--- src/rtl/int_ctrl_pkg.sv ---
// int_ctrl_pkg: shared encodings and widths for the interrupt request controller.
package int_ctrl_pkg;

    localparam int DATA_W = 16;
    localparam int VEC_W  = 4;
    localparam int CNT_W  = 4;

    typedef enum logic [1:0] {
        ST_IDLE    = 2'd0,
        ST_REQ     = 2'd1,
        ST_SERVICE = 2'd2
    } state_t;

    localparam logic [1:0] ADDR_MASK   = 2'd0;
    localparam logic [1:0] ADDR_PEND   = 2'd1;
    localparam logic [1:0] ADDR_STATUS = 2'd2;

    // One configuration-port access as seen in a single cycle.
    typedef struct packed {
        logic              wr_en;
        logic [1:0]        add;
        logic [DATA_W-1:0] wr_dt;
    } cfg_req_t;

endpackage

--- src/rtl/int_prio_enc.sv ---
// int_prio_enc: lowest-index-wins priority encoder over the candidate sources.
module int_prio_enc
    import int_ctrl_pkg::*;
#(
    parameter int NUM_SRC = 8
) (
    input  logic [NUM_SRC-1:0] req,
    output logic               valid,
    output logic [VEC_W-1:0]   idx
);

    // Scan from the top down so the lowest set index is the last one written.
    always_comb begin
        valid = 1'b0;
        idx   = '0;
        for (int i = NUM_SRC - 1; i >= 0; i--) begin
            if (req[i]) begin
                valid = 1'b1;
                idx   = VEC_W'(i);
            end
        end
    end

endmodule

--- src/rtl/int_ctrl.sv ---
// int_ctrl: edge-latching interrupt controller with mask, priority pick and
// a REQ pulse that ends on int_ack or after PULSE_LEN un-stalled cycles.
// Optional feature macro: INT_CTRL_NEST_EN (one level of preemption in SERVICE).
module int_ctrl
    import int_ctrl_pkg::*;
#(
    parameter int NUM_SRC   = 8,
    parameter int PULSE_LEN = 2
) (
    input  logic               clk,
    input  logic               reset,
    input  logic               stallb,
    input  logic [NUM_SRC-1:0] src_irq,
    input  logic               int_ack,
    input  logic               int_rti,
    input  logic               cfg_wr_en,
    input  logic [1:0]         cfg_add,
    input  logic [DATA_W-1:0]  cfg_wr_dt,
    output logic [DATA_W-1:0]  cfg_rd_dt,
    output logic               interrupt,
    output logic [VEC_W-1:0]   int_vec,
    output logic               int_busy
);

    state_t              state, state_nx;
    cfg_req_t            cfg;
    logic [NUM_SRC-1:0]  src_q, mask, pend, pend_nx, cand;
    logic [CNT_W-1:0]    cnt;
    logic                win_vld;
    logic [VEC_W-1:0]    win_idx;
    logic                issue, drop;
    logic [DATA_W-1:0]   rd_nx;
    logic                unused_wr_dt;
`ifdef INT_CTRL_NEST_EN
    logic                push, pop;
    logic                save_full;
    logic [VEC_W-1:0]    save_vec;
`endif

    assign cfg          = '{wr_en: cfg_wr_en, add: cfg_add, wr_dt: cfg_wr_dt};
    assign unused_wr_dt = ^cfg.wr_dt;
    assign cand         = pend & ~mask;
    assign int_busy     = (state != ST_IDLE);

    int_prio_enc #(.NUM_SRC(NUM_SRC)) u_prio (
        .req   (cand),
        .valid (win_vld),
        .idx   (win_idx)
    );

    // State register.
    always_ff @(posedge clk or negedge reset) begin
        if (!reset) state <= ST_IDLE;
        else        state <= state_nx;
    end

    // Next state plus the one-cycle issue/drop (and push/pop) strobes.
    always_comb begin
        state_nx = state;
        issue    = 1'b0;
        drop     = 1'b0;
`ifdef INT_CTRL_NEST_EN
        push     = 1'b0;
        pop      = 1'b0;
`endif
        case (state)
            ST_IDLE: begin
                if (stallb && win_vld) begin
                    state_nx = ST_REQ;
                    issue    = 1'b1;
                end
            end
            ST_REQ: begin
                if (int_ack || (stallb && cnt == CNT_W'(PULSE_LEN - 1))) begin
                    state_nx = ST_SERVICE;
                    drop     = 1'b1;
                end
            end
            ST_SERVICE: begin
`ifdef INT_CTRL_NEST_EN
                // rti wins over a same-cycle preemption; a nested rti resumes the saved vector.
                if (int_rti && save_full) begin
                    pop = 1'b1;
                end else if (int_rti) begin
                    state_nx = ST_IDLE;
                end else if (stallb && win_vld && !save_full && win_idx < int_vec) begin
                    state_nx = ST_REQ;
                    issue    = 1'b1;
                    push     = 1'b1;
                end
`else
                if (int_rti) state_nx = ST_IDLE;
`endif
            end
            default: state_nx = ST_IDLE;
        endcase
    end

    // Pending update: W1C and issue clear first, so a same-cycle new edge wins.
    always_comb begin
        pend_nx = pend;
        if (cfg.wr_en && cfg.add == ADDR_PEND) pend_nx = pend_nx & ~cfg.wr_dt[NUM_SRC-1:0];
        if (issue) pend_nx = pend_nx & ~(NUM_SRC'(1) << win_idx);
        pend_nx = pend_nx | (src_irq & ~src_q);
    end

    // Read mux; registered below so data appears one cycle after the address.
    always_comb begin
        rd_nx = '0;
        case (cfg.add)
            ADDR_MASK:   rd_nx = DATA_W'(mask);
            ADDR_PEND:   rd_nx = DATA_W'(pend);
`ifdef INT_CTRL_NEST_EN
            ADDR_STATUS: rd_nx = {9'b0, save_full, state, int_vec};
`else
            ADDR_STATUS: rd_nx = {10'b0, state, int_vec};
`endif
            default:     rd_nx = '0;
        endcase
    end

    // Datapath registers: edge capture, mask/pend, pulse counter, request outputs.
    always_ff @(posedge clk or negedge reset) begin
        if (!reset) begin
            src_q     <= '0;
            mask      <= '1;
            pend      <= '0;
            cnt       <= '0;
            interrupt <= 1'b0;
            int_vec   <= '0;
            cfg_rd_dt <= '0;
        end else begin
            src_q     <= src_irq;
            pend      <= pend_nx;
            cfg_rd_dt <= rd_nx;
            if (cfg.wr_en && cfg.add == ADDR_MASK) mask <= cfg.wr_dt[NUM_SRC-1:0];
            if (issue) begin
                interrupt <= 1'b1;
                int_vec   <= win_idx;
                cnt       <= '0;
            end else if (drop) begin
                interrupt <= 1'b0;
            end else if (state == ST_REQ && stallb) begin
                cnt <= cnt + CNT_W'(1);
            end
`ifdef INT_CTRL_NEST_EN
            if (pop) int_vec <= save_vec;
`endif
        end
    end

`ifdef INT_CTRL_NEST_EN
    // One-deep save register for the preempted vector.
    always_ff @(posedge clk or negedge reset) begin
        if (!reset) begin
            save_full <= 1'b0;
            save_vec  <= '0;
        end else if (push) begin
            save_full <= 1'b1;
            save_vec  <= int_vec;
        end else if (pop) begin
            save_full <= 1'b0;
        end
    end
`endif

endmodule

--- config.mk ---
export PLATFORM = sky130hd
export DESIGN_NAME = int_ctrl
export DESIGN_NICKNAME = d
export VERILOG_FILES = /design/src/rtl/int_ctrl_pkg.sv /design/src/rtl/int_prio_enc.sv /design/src/rtl/int_ctrl.sv
export SDC_FILE = /design/constraint.sdc
export NUM_CORES = 1
export LEC_CHECK = 0
export ABC_AREA = 1
export ABC_CLOCK_PERIOD_IN_PS = 1800
export CAP_MARGIN = 20
export CORE_MARGIN = 5
export CORE_UTILIZATION = 49
export CTS_BUF_LIST = sky130_fd_sc_hd__clkbuf_16
export DETAILED_ROUTE_END_ITERATION = 16
export GPL_ROUTABILITY_DRIVEN = 0
export PLACE_DENSITY = 0.8
export SYNTH_ARGS = -nofsm -noshare
export SYNTH_HDL_FRONTEND = slang
export SYNTH_SLANG_ARGS = --single-unit
--- constraint.sdc ---
create_clock -name clk -period 1.8 [get_ports clk]
set_input_delay 0.27 -clock clk [delete_from_list [all_inputs] [get_ports clk]]
set_output_delay 0.27 -clock clk [all_outputs]
set_load 0.02 [all_outputs]
==> results_dict.tcl, run 1 <==
set metrics [dict create \
    status "finished clean" \
    num-fill-cells 364 \
    die_width_um 75.9 \
    routed_via_density 4.67 \
    grt_pass1_wl_mm 6.82 \
    grt_max_degree 24 \
    cts_tree "built" \
    r2r-end "cnt[1]" \
    tns_ns 0 \
    worstSetupEndpointType "output port" \
    arrival_ns 1.46 \
    fin_crit_sh_pct 96.0 \
    die_h_um 75.9 \
    totalWireLength_mm 4.15 \
    syn_to_final_growth_pct 25.4 \
    p_leak_nw 1.34 \
    worstPathMaxFanout 3 \
    timing.rr.start "mask[4]" \
    dp_hpwl_mm 3.19 \
    critPathLaunchType "flop" \
    crit_type "reg2out" \
    synthTopCellsByArea "dfrtp_1 40%, nand2_1 12%, dfstp_2 9.9%, inv_1 7.9%, o21ai_0 4.5%" \
    grt_pass1_vias 1489 \
    dieArea_um2 5760 \
    ys_types 31 \
    total_power_w 0.00346 \
    placed_cell_area_um2 2520 \
    drt_pass1_iterations 4 \
    drt_iter0_drc 110 \
    numCtsBuffers 5 \
    grt-ovfl-total 0 \
    timing.final.ws_setup_ns 0.0714 \
    ff_latch_area_um2 1060 \
    maxCapViolations 0 \
    endpoint "int_busy" \
    pre_cts_slack_ns 0.103 \
    nets 325 \
    reg2reg_depth 9 \
    clockBufferDepth 2 \
    syn_area_per_cell_um2 8.61 \
    rows 24 \
    final_common_cell "nand2_1" \
    ios 54 \
    layout_common_cells "67 x nand2_1, 48 x inv_1, 35 x clkdlybuf4s50_1" \
    drc 0 \
    wl_per_cell_um 12.1 \
    required_ns 1.53 \
    multi_input_area_um2 812 \
    final-setup-viol-count 0 \
    yosys.area.top_type "dfrtp_1" \
    hold_class "in2async" \
    antenna_found_initial 0 \
    clock_skew_ns 0.00693 \
    cts_sinks 42 \
    worstSetupStartpoint "state[1]" \
    synth.cell_area_um2 2130 \
    grt_use_total_pct 15.9 \
    synth_warnings 0 \
    reg2reg_slack_ns 0.26 \
    p_per_area_nw_per_um2 1300 \
    start_util_pct 49.5 \
    cts.clk_slew.worst_paths_ns 0.06 \
    final_cell_area_um2 2670 \
    n_antenna_cell 0 \
    ys_seq_area_share_pct 49.9 \
    clk_latency_ns 0.28 \
    rsz0062_at_grt "no" \
    syn_inst 247 \
    htreeDepth 2 \
    hold_violations 0 \
    synth.top_cell.area_share_pct 40.0 \
    synth-seq-cells 42 \
    final_antenna_net_count 0 \
    vias 1606 \
    cts-root-buf "clkbuf_16" \
    core_um2 4290 \
    layout-drive-gt1-share_pct 15.1 \
    fmax_mhz 578 \
    maxSlewViolCount 0 \
    max-vdd-ir-drop_mv 0.456 \
    port_buffers 36 \
    post_cts_buffers 0 \
    fin_crit_ns 1.73 \
]
[Yosys cell counts]
library cell / count
nor2_4: 2
xor2_1: 2
dfrtp_1: 34
a21oi_2: 1
o22ai_2: 1
nor2_8: 1
a21oi_4: 1
clkbuf_1: 1
o21ai_1: 3
nor2_1: 7
nand3_4: 1
nand3b_1: 1
nand2_4: 3
mux2i_1: 1
nand2_1: 67
buf_12: 1
buf_4: 9
nand3_1: 8
nand2_8: 1
ha_1: 2
o211ai_1: 5
nand4_1: 4
o31ai_1: 1
inv_2: 6
o22ai_1: 1
nand2_2: 7
inv_1: 45
dfstp_2: 8
conb_1: 1
o21ai_0: 19
nor2_2: 3
[flip-flops by register name, indices dropped and copies added, names as in the netlist]
| name | flops |
|---|---|
| interrupt | 1 |
| int_vec | 3 |
| src_q | 8 |
| mask | 8 |
| cnt | 4 |
| cfg_rd_dt | 8 |
| state | 2 |
| pend | 8 |
[how the worst min path moves through the flow]
stage	cells after the start	slack (ns)	end
floorplan	0	-0.03	cfg_rd_dt[0]
global placement	1	0.25	cfg_rd_dt[5]
detailed placement	1	0.25	int_vec[2]
CTS	1	0.46	src_q[2]
global route	1	0.46	src_q[6]
finish	2	0.47	int_vec[1]
[worst max-delay path: stages (launching register included)]
cell	delay [ns]
dfrtp_1	0.40
inv_1	0.08
nand2_2	0.09
clkdlybuf4s50_1	0.60
[through the flow]
stage	std cells	util [%]	hold WS, ns
after floorplan	255	-	-0.0256
after global placement	335	58.7	0.247
after detailed placement	335	58.7	0.246
after CTS	344	62.1	0.462
after global routing	344	62.1	0.461
final	344	62.1	0.465
[repair_timing]
action,in CTS,in global routing
endpoints found under the hold margin,17,0
endpoints found under the setup margin,0,0
hold buffers,1,0
resized for setup,0,0
[where the power goes]
part           internal [W]  total [W]  switching (W)
Combinational      0.000512    0.00127       0.000757
Clock              0.000498   0.000834       0.000336
Sequential          0.00119    0.00136       0.000169
[cell type report]
cell class	count	share of cell area [%]
flip-flops and latches	42	39.8
multi-input cells	151	30.5
well taps	52	2.44
clock buffers	5	4.69
inverters	51	7.18
clock inverters	3	0.422
repair buffers	40	15.0
[cell families after synthesis]
| family | count (synthesis) | synth area share (%) |
|---|---|---|
| simple gates | 105 | 24.8 |
| buf+inv | 62 | 13.3 |
| flops | 42 | 49.9 |
| compound gates | 32 | 9.36 |
| fa+ha+maj | 2 | 1.18 |
| xor+xnor | 2 | 0.824 |
| other cells | 1 | 0.176 |
| mux | 1 | 0.471 |
[per-layer routing]
| metal | track usage (%) | wire (µm) | part of all wire [%] |
|---|---|---|---|
| met5 | 0 | 0 | 0 |
| met4 | 5.83 | 78 | 1.9 |
| met3 | 4.22 | 256 | 6.2 |
| met1 | 21.4 | 1830 | 44 |
| met2 | 24.6 | 1990 | 48 |
Note: power is estimated with default switching activity, not from simulation.
==> inputs of run 2 (changes only) <==
--- a/config.mk
+++ b/config.mk
@@ -11,6 +11,7 @@
 export CORE_MARGIN = 5
 export CORE_UTILIZATION = 49
 export CTS_BUF_LIST = sky130_fd_sc_hd__clkbuf_16
+export CTS_CLUSTER_SIZE = 40
 export DETAILED_ROUTE_END_ITERATION = 16
 export GPL_ROUTABILITY_DRIVEN = 0
 export PLACE_DENSITY = 0.8
==> results of run 2 <==
The final DEF is identical to that of run 1; final timing and power are the same.
